<file path="src/rtl/retire_trace_packer.sv">
// retire_trace_packer
//
// Captures one record per retired instruction (opId, PC, register write
// enable/index/value) into a small FIFO and serializes each record into a
// fixed 12-byte frame on a ready/valid byte stream feeding the trace UART.
//
// Frame layout (byte 0 first):
//   0      : 0xA5 sync
//   1      : {regWE, 2'b00, regIndex}
//   2..5   : pc, little-endian
//   6..9   : value, little-endian
//   10..11 : opId, little-endian
//
// Ports:
//   clk, rst              clock, synchronous active-high reset
//   retireValid           one instruction retires this cycle
//   retirePc              PC of the retiring instruction
//   retireRegWriteEnable  instruction writes an integer register
//   retireRegIndex        destination register index
//   retireRegValue        value written
//   outValid/outData      trace byte stream, accepted on outValid && outReady
//   outReady              consumer ready
//   dropCount             saturating count of records lost to a full FIFO
//   overflow              sticky, set on the first drop
//   busy                  FIFO non-empty or serializer mid-frame
module retire_trace_packer #(
    parameter int FifoDepth      = 16,
    parameter int DropCountWidth = 16
) (
    input  logic                      clk,
    input  logic                      rst,
    input  logic                      retireValid,
    input  logic [31:0]               retirePc,
    input  logic                      retireRegWriteEnable,
    input  logic [4:0]                retireRegIndex,
    input  logic [31:0]               retireRegValue,
    output logic                      outValid,
    output logic [7:0]                outData,
    input  logic                      outReady,
    output logic [DropCountWidth-1:0] dropCount,
    output logic                      overflow,
    output logic                      busy
);

    localparam int PtrW = $clog2(FifoDepth);
    localparam int CntW = PtrW + 1;
    localparam int RecW = 86;
    localparam logic [CntW-1:0] FULL_CNT = CntW'(FifoDepth);

    // Record bit positions
    localparam int OP_LSB  = 70;
    localparam int PC_LSB  = 38;
    localparam int WE_BIT  = 37;
    localparam int IDX_LSB = 32;

    typedef enum logic {
        IDLE,
        SEND
    } state_t;

    function automatic logic [DropCountWidth-1:0] sat_inc(
        input logic [DropCountWidth-1:0] v
    );
        return (&v) ? v : v + DropCountWidth'(1);
    endfunction

    state_t            state;
    state_t            state_next;
    logic [3:0]        byte_idx;
    logic [3:0]        byte_idx_next;
    logic              pop;

    logic [RecW-1:0]   mem [FifoDepth];
    logic [PtrW-1:0]   wr_ptr;
    logic [PtrW-1:0]   rd_ptr;
    logic [CntW-1:0]   count;
    logic              full;
    logic              push_ok;
    logic              drop;
    logic [15:0]       op_id;

    logic [RecW-1:0]   rec_p0;
    logic [RecW-1:0]   frame_p1;
    logic [7:0]        frame_byte;

    // Stage 0: record capture and FIFO admission
    assign full    = (count == FULL_CNT);
    // A pop on the same edge frees the slot, so a full FIFO still accepts.
    assign push_ok = retireValid && (!full || pop);
    assign drop    = retireValid && full && !pop;

    assign rec_p0 = {op_id,
                     retirePc,
                     retireRegWriteEnable,
                     retireRegWriteEnable ? retireRegIndex : 5'd0,
                     retireRegWriteEnable ? retireRegValue : 32'd0};

    always_ff @(posedge clk) begin
        if (push_ok) begin
            mem[wr_ptr] <= rec_p0;
        end
    end

    always_ff @(posedge clk) begin
        if (rst) begin
            wr_ptr    <= '0;
            rd_ptr    <= '0;
            count     <= '0;
            op_id     <= '0;
            dropCount <= '0;
            overflow  <= 1'b0;
        end else begin
            // opId advances on every retire, stored or not, so gaps reveal drops.
            if (retireValid) begin
                op_id <= op_id + 16'd1;
            end
            if (push_ok) begin
                wr_ptr <= wr_ptr + PtrW'(1);
            end
            if (pop) begin
                rd_ptr <= rd_ptr + PtrW'(1);
            end
            case ({push_ok, pop})
                2'b10:   count <= count + CntW'(1);
                2'b01:   count <= count - CntW'(1);
                default: count <= count;
            endcase
            if (drop) begin
                dropCount <= sat_inc(dropCount);
                overflow  <= 1'b1;
            end
        end
    end

    // Stage 1: frame register and byte serializer
    always_ff @(posedge clk) begin
        if (pop) begin
            frame_p1 <= mem[rd_ptr];
        end
    end

    always_ff @(posedge clk) begin
        if (rst) begin
            state    <= IDLE;
            byte_idx <= '0;
        end else begin
            state    <= state_next;
            byte_idx <= byte_idx_next;
        end
    end

    always_comb begin
        state_next    = state;
        byte_idx_next = byte_idx;
        pop           = 1'b0;
        case (state)
            IDLE: begin
                if (count != '0) begin
                    pop           = 1'b1;
                    state_next    = SEND;
                    byte_idx_next = 4'd0;
                end
            end
            SEND: begin
                if (outReady) begin
                    if (byte_idx == 4'd11) begin
                        state_next    = IDLE;
                        byte_idx_next = 4'd0;
                    end else begin
                        byte_idx_next = byte_idx + 4'd1;
                    end
                end
            end
            default: begin
                state_next    = IDLE;
                byte_idx_next = 4'd0;
            end
        endcase
    end

    always_comb begin
        frame_byte = 8'h00;
        case (byte_idx)
            4'd0:    frame_byte = 8'hA5;
            4'd1:    frame_byte = {frame_p1[WE_BIT], 2'b00, frame_p1[IDX_LSB +: 5]};
            4'd2:    frame_byte = frame_p1[PC_LSB +: 8];
            4'd3:    frame_byte = frame_p1[PC_LSB + 8 +: 8];
            4'd4:    frame_byte = frame_p1[PC_LSB + 16 +: 8];
            4'd5:    frame_byte = frame_p1[PC_LSB + 24 +: 8];
            4'd6:    frame_byte = frame_p1[7:0];
            4'd7:    frame_byte = frame_p1[15:8];
            4'd8:    frame_byte = frame_p1[23:16];
            4'd9:    frame_byte = frame_p1[31:24];
            4'd10:   frame_byte = frame_p1[OP_LSB +: 8];
            4'd11:   frame_byte = frame_p1[OP_LSB + 8 +: 8];
            default: frame_byte = 8'h00;
        endcase
    end

    // The frame register is not reset, so the byte is gated while idle.
    assign outValid = (state == SEND);
    assign outData  = (state == SEND) ? frame_byte : 8'h00;
    assign busy     = (count != '0) || (state != IDLE);

endmodule

</file>
<file path="config.mk">
export PLATFORM = sky130hd
export DESIGN_NAME = retire_trace_packer
export DESIGN_NICKNAME = d
export VERILOG_FILES = /design/src/rtl/retire_trace_packer.sv
export SDC_FILE = /design/constraint.sdc
export NUM_CORES = 2
export LEC_CHECK = 0
export CORE_MARGIN = 2
export CORE_UTILIZATION = 55
export CTS_BUF_LIST = sky130_fd_sc_hd__clkbuf_4 sky130_fd_sc_hd__clkbuf_8
export DETAILED_ROUTE_END_ITERATION = 10
export PLACE_DENSITY = 0.74
export SETUP_SLACK_MARGIN = 0.3
export SLEW_MARGIN = 20
export SYNTH_ARGS = -nofsm -noshare
export SYNTH_HDL_FRONTEND = slang
export SYNTH_SLANG_ARGS = --single-unit
</file>
<file path="constraint.sdc">
create_clock -name clk -period 21.4 [get_ports clk]
set_input_delay 6.42 -clock clk [delete_from_list [all_inputs] [get_ports clk]]
set_output_delay 6.42 -clock clk [all_outputs]
set_load 0.005 [all_outputs]
</file>
After elaboration in Yosys (flattened, before gate mapping) --
Memory sizes are Yosys's and may differ from the RTL's. A register that Yosys moved wholly into a read port is not among the register bits. Index checks and enable logic that the tools add are counted.
Cells by class: $add $sub $neg 7, $mul 0, div/mod/pow operators 0, $lt $le $gt $ge 0, equality and inequality tests 16, shifts and indexed selects 0, muxes and demuxes 16, bitwise gates (word level) 2, reductions and logical operators 13
Operators by type and width (count):
- $pmux 8 s12 | 1
- $add 16x1->16 const B | 2
- $mux 32 | 1
- $eq 4x3->1 const B | 4
- $eq 4x4->1 const B | 4
- $reduce_and 16->1 | 1
- $add 4x1->4 const B | 3
- $mux 4 | 3
- $pmux 5 s2 | 1
- $eq 4x2->1 const B | 2
- $mux 8 | 1
- $pmux 4 s2 | 1
- $mux 1 | 6
- $add 5x1->5 const B | 1
- $eq 5x5->1 const B | 1
- $mux 5 | 1
- $reduce_bool 5->1 | 1
- $sub 5x1->5 const B | 1
- $eq 4x1->1 const B | 1
- $logic_not 4->1 | 1
- $ne 2x2->1 const B | 2
- $reduce_and 2->1 | 2
- $logic_and 1x1->1 | 3
- $eq 2x1->1 const B | 1
- 6 further kinds | 9
Word-level totals: register bits after elaboration 51, bits in latches 0, RAM bits 1376, memory bits (read-only) 0, bits of input ports 74, output and inout port bits 27, logic and storage cells 63, memories 1
Memory list:
- mem | depth 16, bits a word 86, read ports 1, clocked after Yosys merged registers in 1, write ports 1, line 73 | logic [RecW-1:0] mem [FifoDepth];

Longest topological paths before layout --
word-level depth 7, gate-level depth with buffers 9, gate-level depth less buffers 8

Worst setup path after synthesis --
No wires, ideal clock.
kind input-to-reg, start in retireValid, end mem mem[0][0] (enable), setup time 741 ps, arrival time 15234 ps, required time 20659 ps, path slack 5425 ps, stages on the path 4, path buffers 2, cell sequence buf_2 buf_1 o21ai_4 nor4_1
On the way: cells in the longest elaborated chain, start to end 3
Ends and longest elaborated chain:
- start: declaration | line 32 | input logic retireValid,
- $logic_and 1x1->1 | line 89 | assign push_ok = retireValid && (!full || pop);
- $mux 1 | line 99 | if (push_ok) begin
- $mux 1 (not written as such) | line 100 | mem[wr_ptr] <= rec_p0;
- end: declaration | line 73
No other way between the ends.

Final worst setup path --
start reg byte_idx[0], end out outData[4]
On the way: cells in the longest elaborated chain, start to end 3, elaborated cells between the ends (all ways) 14, classes of those cells eq/ne: 11; mux: 2; reduce/logical: 1
Ends and longest elaborated chain:
- start: declaration | line 69 | logic [3:0] byte_idx;
- start signal: assignment | line 148 | byte_idx <= byte_idx_next;
- $eq 4x4->1 (tied with other cells) | line 183 | case (byte_idx)
- $pmux 8 s12 * | line 183
- $mux 8 * | line 202 | assign outData = (state == SEND) ? frame_byte : 8'h00;
- end: declaration | line 38 | output logic [7:0] outData,
Mark *: on every way between the ends. The rest lies on a longest branch, timed or not.

==> flow_summary.toml <==
[outcome]
status = "finished clean"

[critical_path]
r2r_cells = 6
cp_slowest_cell = "ha_1"
critPathMaxStageDelay_ps = 740
crit_path_end_kind = "output pin"
required_ps = 14980
worstSetupStartpoint = "byte_idx[0]"
crit_type = "reg2out"
r2r_slack_ps = 16100
worstSetupEndpoint = "outData[4]"
r2r-start = "rd_ptr[0]"
worstPathArrival_ps = 4060
crit_cells = 5
crit_buf_inv = 1
cp-start-kind = "register"
timing.rr.end = "frame_p1[42]"
worstPathCellList = "ha_1 -> a22oi_1 -> a311o_1 -> a21oi_1 -> clkdlybuf4s50_1"
path_delay_family = "compound AO/OA/AOI/OAI gates"
worstPathMaxFanout = 22

[floorplanning]
die_height_um = 329
io-pin-count = 101
row_count = 119
die_w_um = 329
design.die.area_um2 = 108000
start_util_pct = 55.3
core_area_um2 = 105000

[cells_and_area]
area_delta_synth_final_pct = 11.8
drive_gt1_share_pct = 29.3
nets = 2803
finish.instance_area_um2 = 64900

[synthesis]
yosys_warnings = 0
synth_flop_cell = "edfxtp_1"
yosys.area.top_type = "edfxtp_1"
ys_seq_elements = 1513
synth_edf_count = 1462
yosysUniqueCellTypes = 67
ys_top_cells_by_count = "1462 x edfxtp_1, 416 x mux4_2, 66 x clkbuf_1"
synth_area_um2 = 58100
syn_avg_cell_area_um2 = 23.4
synth_fp_nets = 2564
synth.most_common_cell = "edfxtp_1"
ys_async_sr_fraction_pct = 0
synth_top_area_share_pct = 75.6
syn_inst = 2477
yosysSeqAreaShare_pct = 77.4
synthTopCellsByArea = "edfxtp_1 76%, mux4_2 16%, dfxtp_1 1.8%"

[timing]
finalSetupTns_ps = 0
finalHoldViolCount = 0
period_minus_slack_ps = 10480
rsz0062_at_grt = "no"
setup_violations = 0
maxSlewViolCount = 0
fin_crit_sh_pct = 49.0
worst_slew_pin_slew_ps = 1140
finClkSkew_ps = 51.7
clock.fmax_mhz = 95.4
slew_headroom_pct = 24.1

[min_path]
hold_class = "reg2reg"

[clock_network]
cts.sink_count = 1513
clk-insertion-delay-late_ps = 890
cts_resized = 0
cts-root-buf = "clkbuf_8"
htreeDepth = 4
cts_tree = "built"
cts_inserted_buffers = 222
holdBufCountCts = 0
postCtsSetupBuffers = 0
clockBufferDepth = 3
cts.clk_slew.worst_paths_ps = 70

[drt]
viasPerCell = 6.32
drtIter0Drc = 3536
drt-total-wl_um = 123000
drt-wirelength-per-cell_um = 28.7
vias = 27200
drt_first_pass_iters = 8
post-route-drc-count = 0
drtAntennaViolNets = 0

[power]
power.leakage_nw = 19.8
power.density_nw_per_um2 = 109
peakVddDrop_uv = 80.8

[global_route]
overflow = 0
grt_pass1_wl_um = 182000
grt_antenna_before_repair = 3
grt_max_degree = 160
grt_pass1_vias = 27500
grt_usage_pct = 23.3

[placed_design]
place.port_buffers = 100
place.gp.congestion = 0.911
placed_area_um2 = 60500
dpl.hpwl_um = 69200

[run]
maxCapViolCount = 0
-- worst min-delay path by stage --
stage | from | endpoint | cells past startpoint
after CTS | overflow | overflow | 2
final | overflow | overflow | 2
after floorplan | overflow | overflow | 2
after global routing | overflow | overflow | 2
after global placement | overflow | overflow | 2
after detailed placement | overflow | overflow | 2
-- state kept, by name, indices dropped and copies added, names as in the netlist --
name / flops
outValid: 1
overflow: 1
count: 5
rd_ptr: 4
byte_idx: 4
op_id: 16
wr_ptr: 4
frame_p1: 86
dropCount: 16
mem: 1376
-- kinds of logic (layout without fill, tap and decap cells) --
family | Yosys count | count (layout) | share of synthesized area, %
AOI/OAI and AO/OA | 135 | 135 | 1.60
xor gates and xnor gates | 17 | 17 | 0.256
adders and majority gates | 13 | 13 | 0.280
buffers and inverters | 151 | 578 | 1.51
DFF | 1513 | 1513 | 77.4
muxes | 443 | 443 | 17.0
other | 0 | 3 | 0
and+or+nand+nor | 205 | 205 | 2.00
-- stage by stage --
step	util (%)	worst slack (ps)	power [W]	instances	hold WS [ps]
floorplan	-	5420	0.00450	2477	442
global placement	57.6	11300	0.00487	3880	439
detailed placement	57.6	11480	0.00489	3882	460
CTS	61.8	10980	0.00714	4294	472
global route	61.9	10760	0.00733	4297	503
finish	61.9	10920	0.00709	4298	465
-- power by group --
part / internal (W) / total, W / switching (W)
clock: 0.00119 / 0.00226 / 0.00107
combinational: 0.000580 / 0.00123 / 0.000648
sequential: 0.00346 / 0.00360 / 0.000141
-- layout by cell type, fill, tap and decap left out, drive strengths merged, types with 36 or more instances in the layout --
master         synthesis  final
edfxtp              1462   1462
nor2                  39     39
a21oi                 36     36
and2                  49     49
clkdlybuf4s50          0     98
clkinv                 0     83
dfxtp                 51     51
mux4                 430    430
clkbuf                67    314
buf                   63     47
-- layer usage --
layer | wire (um) | vias up | global-route usage (%)
met1 | 49100 | 14400 | 34.2
met3 | 11400 | 186 | 4.49
met4 | 2210 | 0 | 5.94
met5 | 0 | - | 0
met2 | 60500 | 1481 | 36.7
li1 | - | 11200 | -
-- tightest hold or removal path, cell delays in order (launching register included) --
cell and delay [ps]:
dfxtp_1 320, inv_1 50, a21oi_1 50
-- area by class of cell --
| class | instances | area [um2] |
|---|---|---|
| Clock buffer | 314 | 3780 |
| Inverter | 21 | 81.3 |
| Clock inverter | 98 | 619 |
| Antenna cell | 3 | 7.51 |
| Multi-Input combinational cell | 813 | 12400 |
| Sequential cell | 1513 | 44900 |
| Timing Repair Buffer | 145 | 1410 |
| Fill cell | 6837 | 40000 |
| Tap cell | 1391 | 1740 |
(Power assumes the default switching activity.)
